$ cat config.mk
export PLATFORM = sky130hd
export DESIGN_NAME = tft_power_sequencer
export DESIGN_NICKNAME = d
export VERILOG_FILES = /design/src/rtl/tft_power_sequencer.sv
export SDC_FILE = /design/constraint.sdc
export NUM_CORES = 1
export LEC_CHECK = 0
export CAP_MARGIN = 20
export CORE_MARGIN = 10
export CORE_UTILIZATION = 30
export DETAILED_ROUTE_END_ITERATION = 12
export HOLD_SLACK_MARGIN = 0.12
export SETUP_SLACK_MARGIN = 0.3
export SYNTH_ARGS = -nofsm -noshare
export SYNTH_HDL_FRONTEND = slang
export SYNTH_SLANG_ARGS = --single-unit
$ cat constraint.sdc
create_clock -name iClk -period 6.6 [get_ports iClk]
set_clock_uncertainty 0.15 [all_clocks]
set_input_delay 1.65 -clock iClk [delete_from_list [all_inputs] [get_ports iClk]]
set_output_delay 1.65 -clock iClk [all_outputs]
set_load 0.01 [all_outputs]
$ cat src/rtl/tft_power_sequencer.sv
// TFT panel power sequencer: panel reset, timing-generator gating, frame wait
// and PWM backlight ramping for both bring-up and shut-down.
module tft_power_sequencer #(
   parameter int pRstHoldCyc  = 1000,
   parameter int pRstRecovCyc = 5000,
   parameter int pFrameWait   = 2,
   parameter int pPwmBits     = 8,
   parameter int pRampStep    = 256
) (
   input  logic                iClk,
   input  logic                iRst,
   input  logic                iEnable,
   input  logic [pPwmBits-1:0] iBlDuty,
   input  logic                iVsync,
   output logic                oTftRst,
   output logic                oTimingEn,
   output logic                oBackLight,
   output logic                oReady,
   output logic [2:0]          oState
);

   typedef enum logic [2:0] {
      sOff        = 3'd0,
      sRstHold    = 3'd1,
      sRstRecov   = 3'd2,
      sTimingWait = 3'd3,
      sBlRamp     = 3'd4,
      sOn         = 3'd5,
      sBlDown     = 3'd6
   } stateT;

   localparam int CycMax = ((pRstHoldCyc > pRstRecovCyc) ? pRstHoldCyc : pRstRecovCyc) - 1;
   localparam int CycW   = (CycMax > 0) ? $clog2(CycMax + 1) : 1;
   localparam int EdgeW  = (pFrameWait > 1) ? $clog2(pFrameWait) : 1;
   localparam int StepW  = (pRampStep > 1) ? $clog2(pRampStep) : 1;

   localparam logic [CycW-1:0]     HoldLast  = CycW'(pRstHoldCyc - 1);
   localparam logic [CycW-1:0]     RecovLast = CycW'(pRstRecovCyc - 1);
   localparam logic [CycW-1:0]     CycSat    = CycW'(CycMax);
   localparam logic [EdgeW-1:0]    EdgeLast  = EdgeW'(pFrameWait - 1);
   localparam logic [StepW-1:0]    StepLast  = StepW'(pRampStep - 1);
   localparam logic [pPwmBits-1:0] PwmLast   = pPwmBits'((1 << pPwmBits) - 2);

   stateT               state;
   stateT               stateNext;
   logic [CycW-1:0]     cycCnt;
   logic [EdgeW-1:0]    edgeCnt;
   logic [StepW-1:0]    stepCnt;
   logic [pPwmBits-1:0] rDuty;
   logic [pPwmBits-1:0] rPwm;
   logic                rVsPrev;

   logic                vsFall;
   logic                blGate;
   logic [pPwmBits-1:0] dutyTarget;

   assign vsFall     = rVsPrev & ~iVsync;
   assign blGate     = state inside {sBlRamp, sOn, sBlDown};
   assign dutyTarget = (state == sBlDown) ? '0 : iBlDuty;
   assign oState     = state;

   // NOTE: default assignment first keeps this always_comb free of latches.
   always_comb begin
      stateNext = state;
      unique case (state)
         sOff:        if (iEnable) stateNext = sRstHold;
         sRstHold:    if (!iEnable) stateNext = sOff;
                      else if (cycCnt == HoldLast) stateNext = sRstRecov;
         sRstRecov:   if (!iEnable) stateNext = sOff;
                      else if (cycCnt == RecovLast) stateNext = sTimingWait;
         sTimingWait: if (!iEnable) stateNext = sOff;
                      else if (vsFall && edgeCnt == EdgeLast) stateNext = sBlRamp;
         sBlRamp:     if (!iEnable) stateNext = sBlDown;
                      else if (rDuty == iBlDuty) stateNext = sOn;
         sOn:         if (!iEnable) stateNext = sBlDown;
         sBlDown:     if (iEnable) stateNext = sBlRamp;
                      else if (rDuty == '0) stateNext = sOff;
         default:     stateNext = sOff;
      endcase
   end

   // NOTE: non-blocking assignments so every register updates from pre-edge values.
   always_ff @(posedge iClk or negedge iRst) begin
      if (!iRst) begin
         state      <= sOff;
         cycCnt     <= '0;
         edgeCnt    <= '0;
         stepCnt    <= '0;
         rDuty      <= '0;
         rPwm       <= '0;
         rVsPrev    <= 1'b1;
         oTftRst    <= 1'b0;
         oTimingEn  <= 1'b0;
         oBackLight <= 1'b0;
         oReady     <= 1'b0;
      end else begin
         state      <= stateNext;
         rVsPrev    <= iVsync;
         rPwm       <= (rPwm == PwmLast) ? '0 : rPwm + 1'b1;
         oTftRst    <= !(stateNext inside {sOff, sRstHold});
         oTimingEn  <= stateNext inside {sTimingWait, sBlRamp, sOn, sBlDown};
         oReady     <= (stateNext == sOn);
         oBackLight <= blGate && (rPwm < rDuty);

         // A state change wins over any pending step and restarts every timer.
         if (stateNext != state) begin
            cycCnt  <= '0;
            edgeCnt <= '0;
            stepCnt <= '0;
         end else begin
            unique case (state)
               sRstHold, sRstRecov: begin
                  if (cycCnt != CycSat) cycCnt <= cycCnt + 1'b1;
               end
               sTimingWait: begin
                  if (vsFall && edgeCnt != EdgeLast) edgeCnt <= edgeCnt + 1'b1;
               end
               sBlRamp, sOn, sBlDown: begin
                  if (rDuty == dutyTarget) begin
                     stepCnt <= '0;
                  end else if (stepCnt == StepLast) begin
                     stepCnt <= '0;
                     rDuty   <= (rDuty < dutyTarget) ? rDuty + 1'b1 : rDuty - 1'b1;
                  end else begin
                     stepCnt <= stepCnt + 1'b1;
                  end
               end
               default: ;
            endcase
         end

         if (state == sOff) rDuty <= '0;
      end
   end

endmodule

== Yosys cells after proc, flatten, opt, wreduce, memory -nomap -nowiden ==
Index checks and enable logic that the tools add are counted.

* Order comparisons: 2
* Equal/unequal tests: 21
* Add/sub/neg operators: 6
* Reduce and logical (&&, ||, !) cells: 22
* Bitwise operators: 3
* Multiplexer cells: 31

{| class="wikitable"
|+ Operators with widths
! kind !! number
|-
| 8-bit two-way mux || 12
|-
| 13-bit two-way mux || 3
|-
| 3-bit two-way mux || 12
|-
| 8-bit by 1-bit adder with 8-bit output (second input constant) || 3
|-
| 3-bit case mux with 7 select lines || 1
|-
| 3-bit equality test (second input constant) || 6
|-
| 8-bit equality test || 2
|-
| 8-bit equality test (second input constant) || 2
|-
| 8-bit < comparator || 2
|-
| 2-bit nonzero test || 8
|-
| 13-bit by 1-bit adder with 13-bit output (second input constant) || 1
|-
| 13-bit by 10-bit equality test with 1-bit output (second input constant) || 1
|-
| 13-bit equality test (second input constant) || 1
|-
| 13-bit != test (second input constant) || 1
|-
| 3-bit by 2-bit equality test with 1-bit output (second input constant) || 3
|-
| 8-bit zero test || 1
|-
| 8-bit by 1-bit subtractor with 8-bit output (second input constant) || 1
|-
| 3-bit by 1-bit equality test with 1-bit output (second input constant) || 2
|-
| 3-bit zero test || 2
|-
| 2-bit by 1-bit != test with 1-bit output (second input constant) || 2
|-
| 2-bit AND reduction || 2
|-
| 4-bit AND reduction || 1
|-
| 4-bit nonzero test || 1
|-
| 1-bit logical AND || 3
|-
| other kinds (9) || 12
|}

* Bits of input ports: 12
* Output and inout port bits: 7
* Word-level logic and storage cells: 96
* Register bits after elaboration: 46

== Logic depth before layout (Yosys ltp) ==
* Depth in word-level cells: 9
* Depth in mapped cells: 18
* Mapped depth without buffers: 16

== Least setup slack after synthesis ==
OpenSTA, ideal clock, no wires.

* Path type: input-to-reg
* From: input iBlDuty[1]
* To: register rDuty[7]
* Path buffers: 0
* Cell stages on the path: 14
* Setup time: 0.078 ns
* Required time: 6.372 ns
* Slack: 2.140 ns
* Arrival time: 4.232 ns
* Cell sequence: nand2_1 > ha_1 > nor2b_1 > o211ai_1 > a21oi_1 > a211o_1 > ha_1 > a21oi_1 > nor2b_1 > o31a_1 > o41ai_1 > xor2_1 > or3_1 > a21oi_1

* Cells in the longest elaborated chain, start to end: 8
* Elaborated cells between the ends (all ways): 17
* Classes of those cells: order compare: 1; eq/ne: 5; mux: 10; reduce/logical: 1

{| class="wikitable"
|+ RTL lines
! item !! line !! text
|-
| start, declared || 13 || <nowiki>input logic [pPwmBits-1:0] iBlDuty,</nowiki>
|-
| 8-bit two-way mux || 59 || <nowiki>assign dutyTarget = (state == sBlDown) ? '0 : iBlDuty;</nowiki>
|-
| 8-bit < comparator || 123 || <nowiki>rDuty <= (rDuty < dutyTarget) ? rDuty + 1'b1 : rDuty - 1'b1;</nowiki>
|-
| 8-bit two-way mux || 123 ||
|-
| 8-bit two-way mux || 121 || <nowiki>end else if (stepCnt == StepLast) begin</nowiki>
|-
| 8-bit two-way mux || 119 || <nowiki>if (rDuty == dutyTarget) begin</nowiki>
|-
| 8-bit two-way mux || 111 || <nowiki>unique case (state)</nowiki>
|-
| 8-bit two-way mux || 106 || <nowiki>if (stateNext != state) begin</nowiki>
|-
| 8-bit two-way mux || 132 || <nowiki>if (state == sOff) rDuty <= '0;</nowiki>
|-
| end signal, assigned || 123 ||
|-
| end, declared || 49 || <nowiki>logic [pPwmBits-1:0] rDuty;</nowiki>
|}

Several ways; a longest one is shown, not always the timed one. The select of a mux whose other input is x is not followed.
A chain may end at the register's enable or synchronous reset.

== Worst setup path in the final report ==
Ends and elaborated chain as after synthesis.

==> flow_summary.ini <==
[run_status]
status = finished clean

[critical_path]
cp_cell_sequence = clkdlybuf4s50_1 -> nand2_1 -> ha_1 -> nor2b_1 -> o211ai_1 -> a21oi_1 -> a211o_1 -> ha_1 -> a21oi_1 -> nor2b_1 -> o31a_1 -> o41ai_1 -> xor2_1 -> or3_1 -> a21oi_1
cpMaxStageDelayCell = clkdlybuf4s50_1
worstReg2RegEnd = rDuty[7]
crit_required_ns = 6.68
cp-end-kind = register
crit_path_frequent_cell = a21oi_1
r2r_cells = 15
arrival_ns = 5.08
startpoint_type = input pin
setup.worst_path.start = iBlDuty[1]
r2r-start = oState[1]
max_stage_delay_ns = 0.51
ff2ff_setup_slack_ns = 2.31
critPathKind = in2reg
crit_end = rDuty[7]
path_max_fanout = 8

[floorplanning]
rows = 37
pin_count = 19
die_y_um = 122
initial_core_util = 0.306
die_width_um = 122
dieArea_um2 = 14900
coreArea_um2 = 10200

[yosys]
synth_area_leaders = dfrtp_1 (36%), ha_1 (10%), xor2_1 (5.6%)
syn_area_per_cell_um2 = 9.17
synth_ff_type = dfrtp_1
muxShareOfSynthArea = 0.0124
synth_top_family_by_area = simple AND/OR/NAND/NOR gates
yosysWarningCount = 0
synthArstFlopShare = 1.00
synthesis.nets = 379
synth_cell_types = 54
synthCells = 341
synth_edf_count = 0
synth_top_area_frac = 0.360
synth_top_area_cell = dfrtp_1
synthSimpleGateAreaFrac = 0.273
ys_seq_elements = 46
syn_area_um2 = 3130
synth-compound-area-share = 0.108
synthAdderAreaFrac = 0.106
ys_seq_area_frac = 0.369
yosys.area_share.xor_xnor = 0.104

[clocking]
cts_tree = done
path_clk_slew_ns = 0.09
post_cts_resized = 0
cts_hold_buf = 0
clkSinkCount = 46
htreeDepth = 2
post_cts_buffers = 0
insertion_delay_ns = 0.30
clk_path_buf_depth = 2
cts_inserted_buffers = 5
cts_root_buf = clkbuf_8

[timing]
fin_ws_ns = 1.60
fmax_mhz = 200
tightest_slew_ns = 0.726
finalCritPeriodShare = 0.758
finalMaxSlewViolations = 0
hold_viol = 0
holdWs_ns = 0.365
slew-limit-headroom = 0.516
period_minus_slack_ns = 5.00
rsz0062_at_grt = no
tns_ns = 0
finalSetupViolCount = 0

[worst_hold_path]
hp-class = reg2reg

[global_routing]
grt_pass1_vias = 2344
grt_pass1_wl_um = 11600
grt.overflow.total = 0
track_usage = 0.0941
antenna_found_initial = 0
grt_max_degree = 47

[finish]
area_growth_pct = 13.5
fillers = 1064
final_area_um2 = 3550
regArea_um2 = 1150
multi_input_area_um2 = 1890
n_antenna_cell = 0
fin_nets = 397
final_layout_size_suffix_gt1_frac = 0.0750
layout_common_cells = nor2_1 (45), dfrtp_1 (45), nand2_1 (33)

[placed_design]
detailedPlace.worstSlack_ns = 1.32
gp_congestion = 0.814
dp_hpwl_um = 5000
placed_area_um2 = 3430
io_buffers = 18

[routing]
viasPerCell = 4.81
drtIter0Drc = 91
vias = 2387
wl_per_cell_um = 13.6
ant_nets = 0
wl_um = 6740
post-route-drc-count = 0
dr.pass1.iters = 4

[pwr]
p_int_uw = 519
seqPwrFrac = 0.425
clockPowerShare = 0.219
p_leak_uw = 0.00151
power_frac_comb = 0.356
ir_drop_mv = 0.102
sw_frac_of_total = 0.382
p_per_area_nw_per_um2 = 237
p_switching_uw = 320

[flow_run]
maxCapViolCount = 0
## worst max-delay path, delay by kind of cell
family | cells | cell delay (ns)
buf+inv | 1 | 0.51
fa+ha+maj | 2 | 0.62
compound gates | 7 | 1.55
xor+xnor | 1 | 0.13
simple gates | 4 | 0.61
## kinds of logic after synthesis
group	after synthesis
and+or+nand+nor	158
muxes	3
buffers and inverters	21
xor gates and xnor gates	37
AOI/OAI and AO/OA	50
adders and majority gates	26
DFF	46
## through the flow
step                      std cells  utilization  power [uW]
after floorplan                 341            -         573
after global placement          487        0.336         659
after detailed placement        487        0.336         664
after CTS                       495        0.345         850
after global routing            496        0.347         895
final                           496        0.347         840
## metal layers
layer | vias to the layer above | share of wire | track usage
met5 | - | 0 | 0
met4 | 0 | 0.0096 | 0.0243
met3 | 9 | 0.023 | 0.0185
met2 | 19 | 0.47 | 0.156
met1 | 1140 | 0.49 | 0.122
li1 | 1219 | - | -
## layout make-up
class / count / area share
Clock buffer: 6 / 0.0233
Multi-Input combinational cell: 274 / 0.532
Timing Repair Buffer: 19 / 0.0550
Sequential cell: 46 / 0.325
Tap cell: 136 / 0.0480
Inverter: 13 / 0.0138
Clock inverter: 2 / 0.00353
## state kept, by name, indices dropped and copies added, names as in the netlist
name        cells
cycCnt         13
edgeCnt         1
oBackLight      1
oReady          1
oState          3
oTftRst         1
oTimingEn       1
rDuty           8
rPwm            8
rVsPrev         1
stepCnt         8
## synthesized netlist by cell type, drive strengths merged, types with 7 or more instances
cell    n
a21oi  16
nand2  33
nand4   8
dfrtp  45
xor2   20
ha     25
nor2b   7
nor2   45
buf     7
nor3    8
and3    7
nor3b  10
inv    13
o21ai  11
xnor2  17
nand3  13
## power by group through the flow
stage / Sequential [uW] / Clock (uW) / Combinational, uW
6_report: 357 / 184 / 299
5_1_grt: 364 / 200 / 331
4_1_cts: 356 / 190 / 304
3_5_place_dp: 361 / 0 / 303
3_3_place_gp: 361 / 0 / 297
2_1_floorplan: 338 / 0 / 235
## worst min-delay path by stage
stage / end / slack (ns) / start / depth (start not counted)
5_1_grt: rPwm[0] / 0.40 / rPwm[0] / 1
2_1_floorplan: edgeCnt / 0.31 / edgeCnt / 2
6_report: rPwm[0] / 0.36 / rPwm[0] / 1
4_1_cts: rPwm[0] / 0.36 / rPwm[0] / 1
3_5_place_dp: rPwm[0] / 0.35 / rPwm[0] / 1
3_3_place_gp: edgeCnt / 0.33 / edgeCnt / 2
Note: power is estimated with default switching activity, not from simulation.
